[config.mk]
export PLATFORM = sky130hd
export DESIGN_NAME = risky_run_ctrl_flat
export DESIGN_NICKNAME = d
export VERILOG_FILES = /design/src/rtl/risky_run_ctrl_if.sv /design/src/rtl/risky_run_ctrl.sv /design/src/flat_wrapper.sv
export SDC_FILE = /design/constraint.sdc
export NUM_CORES = 1
export LEC_CHECK = 0
export CAP_MARGIN = 10
export CORE_ASPECT_RATIO = 0.8
export CORE_MARGIN = 1.5
export CORE_UTILIZATION = 30
export DETAILED_ROUTE_END_ITERATION = 8
export DONT_BUFFER_PORTS = 1
export PLACE_DENSITY = 0.44
export SETUP_SLACK_MARGIN = 0.3
export SLEW_MARGIN = 0
export SYNTH_ARGS = -nofsm -noshare
export SYNTH_HDL_FRONTEND = slang
export SYNTH_SLANG_ARGS = --single-unit
[constraint.sdc]
create_clock -name clk -period 2.9 [get_ports clk]
set_clock_uncertainty 0.15 [all_clocks]
set_input_delay 0.29 -clock clk [delete_from_list [all_inputs] [get_ports clk]]
set_output_delay 0.29 -clock clk [all_outputs]
set_load 0.01 [all_outputs]
[src/rtl/risky_run_ctrl_if.sv]
// Purpose: groups the run controller's control, retire and data-memory signals with its status outputs.
// Latency: none; this is plain wiring.
// Backpressure: none; every signal is level-sampled on the controller clock.
interface risky_run_ctrl_if #(
  parameter int unsigned CNT_W = 32
);
  logic             start;
  logic             retire;
  logic             mem_we;
  logic [31:0]      mem_addr;
  logic [31:0]      mem_wdata;
  logic             core_rst_n;
  logic             busy;
  logic             done;
  logic             pass;
  logic             timeout;
  logic [31:0]      exit_code;
  logic [CNT_W-1:0] cycle_count;
  logic [CNT_W-1:0] instret_count;

  // Harness side: launches runs and reflects core activity.
  modport master (
    output start, retire, mem_we, mem_addr, mem_wdata,
    input  core_rst_n, busy, done, pass, timeout, exit_code, cycle_count, instret_count
  );

  // Controller side.
  modport slave (
    input  start, retire, mem_we, mem_addr, mem_wdata,
    output core_rst_n, busy, done, pass, timeout, exit_code, cycle_count, instret_count
  );
endinterface

[src/rtl/risky_run_ctrl.sv]
// Purpose: holds the core in reset for RESET_CYCLES, lets it run, and ends the run on a tohost store or budget expiry.
// Latency: all outputs are registered; done rises on the edge that samples the terminating cycle.
// Backpressure: none; start is a level sampled only in IDLE/DONE, and done holds until the next start or reset.
module risky_run_ctrl #(
  parameter int unsigned RESET_CYCLES = 4,
  parameter int unsigned MAX_CYCLES   = 4096,
  parameter int unsigned CNT_W        = 32,
  parameter logic [31:0] TOHOST_ADDR  = 32'h0000_1000
) (
  input logic           clk,
  input logic           rst_n,
  risky_run_ctrl_if.slave bus
);

  localparam int unsigned RST_W = (RESET_CYCLES > 1) ? $clog2(RESET_CYCLES) : 1;
  localparam logic [RST_W-1:0] RST_LOAD    = RST_W'(RESET_CYCLES - 1);
  localparam logic [CNT_W-1:0] CNT_SAT     = {CNT_W{1'b1}};
  localparam logic [CNT_W-1:0] BUDGET_LAST = CNT_W'(MAX_CYCLES - 1);

  typedef enum logic [1:0] {
    S_IDLE  = 2'd0,
    S_RESET = 2'd1,
    S_RUN   = 2'd2,
    S_DONE  = 2'd3
  } state_t;

  state_t           state_q, state_d;
  logic [RST_W-1:0] rst_cnt_q, rst_cnt_d;
  logic [CNT_W-1:0] cycle_cnt_q, cycle_cnt_d;
  logic [CNT_W-1:0] instret_q, instret_d;
  logic             core_rst_n_q, core_rst_n_d;
  logic             busy_q, busy_d;
  logic             done_q, done_d;
  logic             pass_q, pass_d;
  logic             timeout_q, timeout_d;
  logic [31:0]      exit_code_q, exit_code_d;

  logic launch;
  logic tohost_hit;
  logic budget_hit;

  // A run (re)starts only from the quiescent states.
  assign launch     = bus.start && ((state_q == S_IDLE) || (state_q == S_DONE));
  assign tohost_hit = bus.mem_we && (bus.mem_addr == TOHOST_ADDR);
  // Counter still holds the pre-increment value, so this is the MAX_CYCLES-th RUN cycle.
  assign budget_hit = (cycle_cnt_q == BUDGET_LAST);

  // State register.
  always_ff @(posedge clk or negedge rst_n) begin
    if (!rst_n) state_q <= S_IDLE;
    else        state_q <= state_d;
  end

  // Next-state logic; a tohost store outranks the budget.
  always_comb begin
    state_d = state_q;
    case (state_q)
      S_IDLE:  if (bus.start) state_d = S_RESET;
      S_RESET: if (rst_cnt_q == '0) state_d = S_RUN;
      S_RUN:   if (tohost_hit || budget_hit) state_d = S_DONE;
      S_DONE:  if (bus.start) state_d = S_RESET;
      default: state_d = S_IDLE;
    endcase
  end

  // Status outputs are decoded from the next state so they are registered with it.
  always_comb begin
    core_rst_n_d = (state_d == S_RUN);
    busy_d       = (state_d == S_RESET) || (state_d == S_RUN);
    done_d       = (state_d == S_DONE);
  end

  // Reset countdown, run counters and result capture.
  always_comb begin
    rst_cnt_d   = rst_cnt_q;
    cycle_cnt_d = cycle_cnt_q;
    instret_d   = instret_q;
    pass_d      = pass_q;
    timeout_d   = timeout_q;
    exit_code_d = exit_code_q;
    if (launch) begin
      rst_cnt_d   = RST_LOAD;
      cycle_cnt_d = '0;
      instret_d   = '0;
      pass_d      = 1'b0;
      timeout_d   = 1'b0;
      exit_code_d = 32'd0;
    end else if (state_q == S_RESET) begin
      if (rst_cnt_q != '0) rst_cnt_d = rst_cnt_q - RST_W'(1);
    end else if (state_q == S_RUN) begin
      // The terminating cycle is counted too.
      if (cycle_cnt_q != CNT_SAT) cycle_cnt_d = cycle_cnt_q + CNT_W'(1);
      if (bus.retire && (instret_q != CNT_SAT)) instret_d = instret_q + CNT_W'(1);
      if (tohost_hit) begin
        exit_code_d = bus.mem_wdata;
        pass_d      = (bus.mem_wdata == 32'd1);
        timeout_d   = 1'b0;
      end else if (budget_hit) begin
        exit_code_d = 32'd0;
        pass_d      = 1'b0;
        timeout_d   = 1'b1;
      end
    end
  end

  // Datapath and output registers; an async reset discards any run in progress.
  always_ff @(posedge clk or negedge rst_n) begin
    if (!rst_n) begin
      rst_cnt_q    <= '0;
      cycle_cnt_q  <= '0;
      instret_q    <= '0;
      core_rst_n_q <= 1'b0;
      busy_q       <= 1'b0;
      done_q       <= 1'b0;
      pass_q       <= 1'b0;
      timeout_q    <= 1'b0;
      exit_code_q  <= 32'd0;
    end else begin
      rst_cnt_q    <= rst_cnt_d;
      cycle_cnt_q  <= cycle_cnt_d;
      instret_q    <= instret_d;
      core_rst_n_q <= core_rst_n_d;
      busy_q       <= busy_d;
      done_q       <= done_d;
      pass_q       <= pass_d;
      timeout_q    <= timeout_d;
      exit_code_q  <= exit_code_d;
    end
  end

  assign bus.core_rst_n    = core_rst_n_q;
  assign bus.busy          = busy_q;
  assign bus.done          = done_q;
  assign bus.pass          = pass_q;
  assign bus.timeout       = timeout_q;
  assign bus.exit_code     = exit_code_q;
  assign bus.cycle_count   = cycle_cnt_q;
  assign bus.instret_count = instret_q;

endmodule

[src/flat_wrapper.sv]
// flat-port wrapper written by rule: the top's interface ports become plain ports
module risky_run_ctrl_flat 
#(
  parameter int unsigned RESET_CYCLES = 4,
  parameter int unsigned MAX_CYCLES   = 4096,
  parameter int unsigned CNT_W        = 32,
  parameter logic [31:0] TOHOST_ADDR  = 32'h0000_1000
)
  (clk, rst_n, bus_start, bus_retire, bus_mem_we, bus_mem_addr, bus_mem_wdata, bus_core_rst_n, bus_busy, bus_done, bus_pass, bus_timeout, bus_exit_code, bus_cycle_count, bus_instret_count);
  risky_run_ctrl_if #(.CNT_W(CNT_W)) bus_i ();
  input logic clk;
  input logic rst_n;
  input wire logic [$bits(bus_i.start)-1:0] bus_start;
  input wire logic [$bits(bus_i.retire)-1:0] bus_retire;
  input wire logic [$bits(bus_i.mem_we)-1:0] bus_mem_we;
  input wire logic [$bits(bus_i.mem_addr)-1:0] bus_mem_addr;
  input wire logic [$bits(bus_i.mem_wdata)-1:0] bus_mem_wdata;
  output wire logic [$bits(bus_i.core_rst_n)-1:0] bus_core_rst_n;
  output wire logic [$bits(bus_i.busy)-1:0] bus_busy;
  output wire logic [$bits(bus_i.done)-1:0] bus_done;
  output wire logic [$bits(bus_i.pass)-1:0] bus_pass;
  output wire logic [$bits(bus_i.timeout)-1:0] bus_timeout;
  output wire logic [$bits(bus_i.exit_code)-1:0] bus_exit_code;
  output wire logic [$bits(bus_i.cycle_count)-1:0] bus_cycle_count;
  output wire logic [$bits(bus_i.instret_count)-1:0] bus_instret_count;
  assign bus_i.start = bus_start;
  assign bus_i.retire = bus_retire;
  assign bus_i.mem_we = bus_mem_we;
  assign bus_i.mem_addr = bus_mem_addr;
  assign bus_i.mem_wdata = bus_mem_wdata;
  assign bus_core_rst_n = bus_i.core_rst_n;
  assign bus_busy = bus_i.busy;
  assign bus_done = bus_i.done;
  assign bus_pass = bus_i.pass;
  assign bus_timeout = bus_i.timeout;
  assign bus_exit_code = bus_i.exit_code;
  assign bus_cycle_count = bus_i.cycle_count;
  assign bus_instret_count = bus_i.instret_count;
  risky_run_ctrl #(.RESET_CYCLES(RESET_CYCLES), .MAX_CYCLES(MAX_CYCLES), .CNT_W(CNT_W), .TOHOST_ADDR(TOHOST_ADDR)) u_core (.clk(clk), .rst_n(rst_n), .bus(bus_i));
endmodule
# Yosys cells after proc, flatten, opt, wreduce, memory -nomap -nowiden
# Cells that the tools add are included.
# word_totals
regBits	105
output_inout_bits	101
# classes
add_sub_neg	3
n_eq_ne	12
n_mux	30
n_reduce_logical	20
# op_table
cell	count
32-bit two-way mux	13
32-bit by 1-bit adder with 32-bit output (second input constant)	2
32-bit inequality test (second input constant)	2
32-bit by 1-bit == test with 1-bit output (second input constant)	1
32-bit by 12-bit == test with 1-bit output (second input constant)	1
32-bit by 13-bit == test with 1-bit output (second input constant)	1
2-bit two-way mux	6
2-bit nonzero test	6
1-bit two-way mux	10
3-bit AND reduction	3
2-bit == test (second input constant)	4
2-bit case mux with 3 select lines	1
2-bit by 1-bit == test with 1-bit output (second input constant)	2
2-bit logical NOT	2
1-bit logical AND	3
1-bit logical OR	3
3-bit nonzero test	1
2-bit by 1-bit inequality test with 1-bit output (second input constant)	1
2-bit AND reduction	1
2-bit OR reduction	1
2-bit by 1-bit subtractor with 2-bit output (second input constant)	1

# Longest topological paths before layout
# Gate-level depths: netlist of the first run.
# logic_depth
depth_word	7
depth_mapped	10
depth_no_buf	8

# Worst setup path before layout of the first run
# OpenSTA, ideal clock, no wires.
# synth_timing
kind	reg-to-reg
start	reg u_core.instret_q[0] (netlist: u_core.bus.instret_count[0])
end	reg u_core.instret_q[20] (netlist: u_core.bus.instret_count[20])
setup_ns	0.148
t_arrival_ns	2.294
required_time_ns	2.602
setup_slack_ns	0.309
stages_incl_launch_ff	10
n_path_buf	2
cell_sequence	dfrtp_1 > ha_1 > nand3_1 > or3_4 > or4_1 > buf_2 > and2_1 > buf_6 > a31oi_1 > a41oi_1
# synth_via
elab_chain_len	5
elab_cells_between_ends	9
classes_between	add/sub: 1; eq/ne: 1; mux: 4; reduce/logical: 3
# synth_lines
element	line_no	rtl
from (decl)	risky_run_ctrl.sv:30	logic [CNT_W-1:0] instret_q, instret_d;
from (signal assigned)	risky_run_ctrl.sv:121	instret_q <= instret_d;
32-bit by 1-bit adder with 32-bit output	risky_run_ctrl.sv:93	if (bus.retire && (instret_q != CNT_SAT)) instret_d = instret_q + CNT_W'(1);
32-bit two-way mux	risky_run_ctrl.sv:93	
32-bit two-way mux	risky_run_ctrl.sv:90	end else if (state_q == S_RUN) begin
32-bit two-way mux	risky_run_ctrl.sv:88	end else if (state_q == S_RESET) begin
32-bit two-way mux	risky_run_ctrl.sv:81	if (launch) begin
# Parallel ways exist; a longest one is shown, timed or not. The select of a mux whose other input is x is not followed.
# A chain may end at the register's enable or synchronous reset.

# Worst setup path after layout of the first run
# layout_timing
start	reg u_core.cycle_cnt_q[0] (netlist: u_core.bus.cycle_count[0])
end	reg u_core.exit_code_q[2] (netlist: u_core.bus.exit_code[2])
# layout_via
elab_chain_len	3
# layout_lines
element	line_no	rtl
from (decl)	risky_run_ctrl.sv:29	logic [CNT_W-1:0] cycle_cnt_q, cycle_cnt_d;
from (signal assigned)	risky_run_ctrl.sv:120	cycle_cnt_q <= cycle_cnt_d;
32-bit by 12-bit == test with 1-bit output	risky_run_ctrl.sv:46	assign budget_hit = (cycle_cnt_q == BUDGET_LAST);
3-bit nonzero test (no source line)	n/a	
3-bit AND reduction (no source line)	n/a	
to (signal assigned)	risky_run_ctrl.sv:127	exit_code_q <= exit_code_d;
to (decl)	risky_run_ctrl.sv:36	logic [31:0] exit_code_q, exit_code_d;
# Every way passes these cells.

==> results of run 1 <==
worst min path at each step:
stage,start,to,slack (ps),cells after the start
6_report,rst_n,u_core.bus.cycle_count[26],-530,0
2_1_floorplan,rst_n,u_core.bus.busy,-160,0
3_5_place_dp,rst_n,u_core.bus.done,-150,0
3_3_place_gp,rst_n,u_core.bus.instret_count[25],-150,0
4_1_cts,rst_n,u_core.bus.cycle_count[21],-550,0
5_1_grt,rst_n,u_core.bus.cycle_count[26],-560,0
registers in the layout (all words and copies together) (netlist names):
| name | count |
|---|---|
| u_core.bus.busy | 1 |
| u_core.bus.core_rst_n | 1 |
| u_core.bus.cycle_count | 32 |
| u_core.bus.done | 1 |
| u_core.bus.exit_code | 32 |
| u_core.bus.instret_count | 32 |
| u_core.bus.pass | 1 |
| u_core.bus.timeout | 1 |
| u_core.rst_cnt_q | 2 |
| u_core.state_q | 2 |
worst max-delay path, cell delays in order (launching register included):
cell and delay [ps]:
dfrtp_1 400, ha_4 170, nand4_1 160, or4_4 560, buf_6 180, o31ai_4 260
o21ai_2 90, buf_8 170, a22o_1 260
placed cells by master, fill, tap and decap left out, types with 4 or more instances in the layout:
cell type / instances
dfrtp_2: 4
nand2_1: 56
xor2_1: 6
or2_2: 4
dfrtp_1: 101
nor4_1: 32
inv_1: 11
dlygate4sd3_1: 32
o311ai_0: 4
xnor2_1: 11
o211ai_1: 6
nor2_1: 50
or3_1: 4
and3_1: 12
o41ai_1: 6
a22o_1: 32
buf_4: 57
nor4_2: 4
a31oi_1: 16
nor3_1: 18
nand2b_1: 5
and4_1: 6
nand3_1: 29
o21ai_0: 36
nand4_1: 25
clkbuf_16: 9
a21o_1: 5
and2_1: 5
o31ai_1: 10
a21oi_1: 19
per-layer routing:
metal	vias to the layer above	share of wire	track usage
met3	11	0.078	0.0633
met1	2505	0.45	0.245
met2	181	0.47	0.290
met5	-	0	0
li1	2397	-	-
met4	0	0.010	0.0498
power by group:
part           total, mW  switching (mW)  internal, mW
Sequential          1.67          0.0944          1.58
Combinational       1.55            1.01         0.535
Clock               1.33           0.616         0.718
cell type report:
class                           count  share of cell area
Clock buffer                       10              0.0345
Clock inverter                      6              0.0121
Inverter                           11             0.00596
Multi-Input combinational cell    445               0.409
Sequential cell                   105               0.380
Tap cell                          230              0.0416
Timing Repair Buffer               93               0.116
cell families after synthesis:
group / synth area share
AOI/OAI and AO/OA: 0.184
buffers and inverters: 0.0360
xor gates and xnor gates: 0.0270
and+or+nand+nor: 0.263
DFF: 0.476
adders and majority gates: 0.0136
stage by stage:
step                std cells  cell area, µm²  setup WS, ps  power (mW)  hold slack, ps
floorplan                 597            5520           309        2.58            -156
global placement          844            6050           188        3.07            -150
detailed placement        844            6050           129        3.09            -152
CTS                       893            6740           301        4.50            -547
global route              900            6920           281        4.86            -559
finish                    900            6920           385        4.55            -526
what timing repair did:
action,in CTS,in global routing
buffers inserted,1,6
cloned,0,1
resized for setup,9,25
pin swaps,2,4
endpoints found under the setup margin,75,78
hold endpoints to repair,138,105
==> impl_metrics.json, run 1 <==
{
  "status": "finished with violations",
  "violations": "negative hold slack",
  "synthMostInstantiatedCell": "dfrtp_1",
  "cts_sinks": 105,
  "final_util": 0.383,
  "fin_setup_tns_ps": 0,
  "avgRoutedWirePerCell_um": 19.5,
  "clk_pin_slew_worst_paths_ps": 90,
  "drv_cap": 0,
  "multi_input_area_mm2": 0.00283,
  "post-route-min-period_ps": 2520,
  "grtUsageTotal": 0.185,
  "grt.overflow.total": 0,
  "timing.fmax_mhz": 398,
  "start_util": 0.306,
  "critical_path_class": "flop to flop",
  "fin_hold_ws_ps": -526,
  "clk_path_buf_depth": 2,
  "worst-endpoint-arrival_ps": 2610,
  "synth_warnings": 0,
  "drive_above_1_share": 0.166,
  "via_per_inst": 5.66,
  "r2r_start": "u_core.bus.cycle_count[0]",
  "worstSetupEndpointType": "flop",
  "crit_fanout": 33,
  "regArea_mm2": 0.00263,
  "n_fill_cell": 1826,
  "grt_pass1_wl_um": 28400,
  "yosys_most_used_dff": "dfrtp_1",
  "hold_viol_final": 105,
  "synth.avg_cell_area_um2": 9.25,
  "worst_pin_slew_ps": 539,
  "fin_crit_sh": 0.867,
  "drc": 0,
  "synthesis.nets": 672,
  "rrSetupSlack_ps": 380,
  "drtPass1Iterations": 5,
  "ys_top_cells_by_count": "dfrtp_1 (105), nand2_1 (58), nor2_1 (50)",
  "fin_nets": 740,
  "synth_seq_cells": 105,
  "num_rows": 44,
  "dr_total_vias": 5094,
  "seq_area_frac_synth": 0.476,
  "worstSetupStartpoint": "u_core.bus.cycle_count[0]",
  "insertion_delay_ps": 360,
  "finalSetupViolations": 0,
  "r2r_cells": 8,
  "hold_path_class": "input port to async pin",
  "die_w_um": 155,
  "cp_data_required_time_ps": 3000,
  "ant_nets": 0,
  "synth.largest_area_cell": "dfrtp_1",
  "numCtsBuffers": 9,
  "grt_max_degree": 106,
  "synthTopCellsByArea": "dfrtp_1 (48%), a22o_1 (5.1%), nor4_1 (4.2%)",
  "die_h_um": 124,
  "grt_pass1_vias": 5076,
  "antenna_found_initial": 0,
  "clock-root-buffer": "clkbuf_16",
  "netlist_area_mm2": 0.00552,
  "worstSetupStartpointType": "flop",
  "async_reset_ff_frac": 1.00,
  "timing.rr.end": "u_core.bus.exit_code[2]",
  "port_buffers": 0,
  "ioPinCount": 170,
  "yosysTopAreaCellShare": 0.476,
  "area_growth_pct": 25.4,
  "antennaDiodeCount": 0,
  "slew_violations": 0,
  "power_density_mw_per_mm2": 658,
  "rsz0062_at_grt": "true",
  "totalWireLength_um": 17600,
  "die-area_mm2": 0.0192,
  "cts_tree": "yes",
  "synth_edf_count": 0,
  "place_congestion": 0.821,
  "max_slew_margin": 0.638,
  "core_area_mm2": 0.0181,
  "dp_hpwl_um": 12300,
  "cts_hold_buffers": 32,
  "ir_drop_v": 0.000288,
  "synth_cell_type_count": 47,
  "cp-endpoint": "u_core.bus.exit_code[2]",
  "p_leak_nw": 2.97,
  "drt-initial-drc-count": 341,
  "h-tree-depth": 3,
  "netlist_instances": 597
}
No activity file was read; power rests on OpenSTA's default activity.
==> run 2: changes to the inputs <==
PLACE_DENSITY = 0.42   (was 0.44)
==> run 2 against run 1 <==
Net effect: the flow still finishes with violations (negative hold slack); cell area down 1.8%; fmax down 0.37%; critical path depth up 2; clock-buffer cell count unchanged; first-iteration DRC count down 14%; combinational power down 3%; flip-flop and latch count unchanged; wire length up 1.0%; highest routed layer unchanged.
==> impl_metrics.json, run 2 (same netlist as run 1, synthesis figures left out) <==
{
  "status": "finished with violations",
  "violations": "negative hold slack",
  "clk_path_buf_depth": 2,
  "critical_path.cell_chain": "ha_4, nand4_1, or4_4, buf_4, nor3_2, buf_4, nor2_1, a21o_1, ha_1, inv_1",
  "clk_pin_slew_worst_paths_ps": 80,
  "cpPeakStageDelay_ps": 570,
  "final_util": 0.377,
  "dr_total_vias": 5110,
  "p_comb_frac": 0.340,
  "dp_cells": 843,
  "crit_fanout": 7,
  "clockPowerShare": 0.283,
  "swShare": 0.389,
  "regArea_mm2": 0.00263,
  "place_congestion": 0.781,
  "critical_path_class": "flop to flop",
  "start_util": 0.306,
  "via_per_inst": 5.70,
  "fin_hold_ws_ps": -526,
  "antenna_found_initial": 0,
  "clock-root-buffer": "clkbuf_16",
  "worst_pin_slew_ps": 573,
  "die_h_um": 124,
  "worstSetupEndpointType": "flop",
  "rrSetupSlack_ps": 380,
  "cts_sinks": 105,
  "die-area_mm2": 0.0192,
  "drv_cap": 0,
  "cts_tree": "yes",
  "r2r_cells": 10,
  "p_leak_nw": 2.91,
  "ant_nets": 0,
  "critPathMostFrequentCell": "buf_4",
  "totalWireLength_um": 17700,
  "hold_viol_final": 105,
  "finalSetupViolations": 0,
  "numCtsBuffers": 9,
  "cp_data_required_time_ps": 3010,
  "cts_hold_buffers": 32,
  "drive_above_1_share": 0.156,
  "grt_max_degree": 106,
  "avgRoutedWirePerCell_um": 19.8,
  "slew_violations": 0,
  "seqPwrFrac": 0.377,
  "fin_setup_tns_ps": 0,
  "worst-endpoint-arrival_ps": 2640,
  "grt_pass1_vias": 4970,
  "worst_slack_ps": 375,
  "total_power_mw": 4.44,
  "stdcell_count": 896,
  "max_slew_margin": 0.614,
  "layout_common_cells": "dfrtp_1 (102), nand2_1 (56), buf_4 (56)",
  "drtPass1Iterations": 6,
  "p_int_mw": 2.71,
  "drt-initial-drc-count": 294,
  "fin_crit_sh": 0.871,
  "worst_path_max_delay_cell": "or4_4",
  "place_ws_ps": 98.1,
  "area_growth_pct": 23.2,
  "ioPinCount": 170,
  "die_w_um": 155,
  "grt_pass1_wl_um": 27800,
  "grtUsageTotal": 0.184,
  "port_buffers": 0,
  "timing.rr.end": "u_core.bus.busy",
  "worstSetupStartpointType": "flop",
  "fin_nets": 736,
  "dp_hpwl_um": 12500,
  "path_buf_inv": 3,
  "multi_input_area_mm2": 0.00279,
  "power_density_mw_per_mm2": 653,
  "hold_path_class": "input port to async pin",
  "timing.fmax_mhz": 396,
  "h-tree-depth": 3,
  "grt.overflow.total": 0,
  "fin_area_mm2": 0.00680,
  "place_area_mm2": 0.00604,
  "insertion_delay_ps": 360,
  "antennaDiodeCount": 0,
  "n_fill_cell": 1826,
  "layout_commonest_cell": "dfrtp_1",
  "post-route-min-period_ps": 2520,
  "ir_drop_v": 0.000332,
  "rsz0062_at_grt": "true",
  "core_area_mm2": 0.0181,
  "crit_family": "simple AND/OR/NAND/NOR gates",
  "num_rows": 44,
  "r2r_start": "u_core.bus.cycle_count[0]",
  "drc": 0,
  "p_sw_mw": 1.73
}
==> run 2: cell count changes in the layout (fill, tap and decap cells not counted), sizes merged <==
cell	delta
buf	-4
bufinv	-1
clkinv	+2
inv	-1
==> run 2: what timing repair did <==
item,4_1_cts,5_1_grt
setup buffers,2,2
gates cloned,0,1
gates resized for setup,10,16
endpoints found under the hold margin,138,105
setup endpoints to repair,70,73
pin swaps,1,4
==> run 2: layout make-up <==
type                    instances  area share
clock buffers                  10      0.0351
clock inverters                 6     0.00883
inverters                      11     0.00607
multi-input cells             445       0.410
flip-flops and latches        105       0.387
well taps                     230      0.0423
repair buffers                 89       0.111
==> run 2: worst max-delay path by stage <==
stage	from	to	slack, ps	depth (start not counted)
2_1_floorplan	u_core.bus.instret_count[0]	u_core.bus.instret_count[20]	310	9
3_3_place_gp	u_core.bus.cycle_count[0]	u_core.bus.cycle_count[15]	160	7
3_5_place_dp	u_core.bus.cycle_count[1]	u_core.bus.cycle_count[18]	100	7
4_1_cts	u_core.bus.cycle_count[1]	u_core.bus.busy	310	10
5_1_grt	u_core.bus.cycle_count[21]	u_core.bus.busy	250	9
6_report	u_core.bus.cycle_count[0]	u_core.bus.busy	380	10
==> run 2: layer usage <==
metal | wire length (µm) | global-route usage | vias up | part of all wire
li1 | - | - | 2401 | -
met1 | 8030 | 0.243 | 2519 | 0.45
met2 | 8280 | 0.295 | 175 | 0.47
met3 | 1220 | 0.0571 | 15 | 0.069
met4 | 196 | 0.0447 | 0 | 0.011
met5 | 0 | 0 | - | 0
==> run 2: power by group through the flow <==
stage / logic [mW] / clock network (mW) / registers (mW)
6_report: 1.51 / 1.25 / 1.67
3_3_place_gp: 1.39 / 0 / 1.69
2_1_floorplan: 0.833 / 0 / 1.75
3_5_place_dp: 1.41 / 0 / 1.70
5_1_grt: 1.66 / 1.36 / 1.68
4_1_cts: 1.47 / 1.30 / 1.67
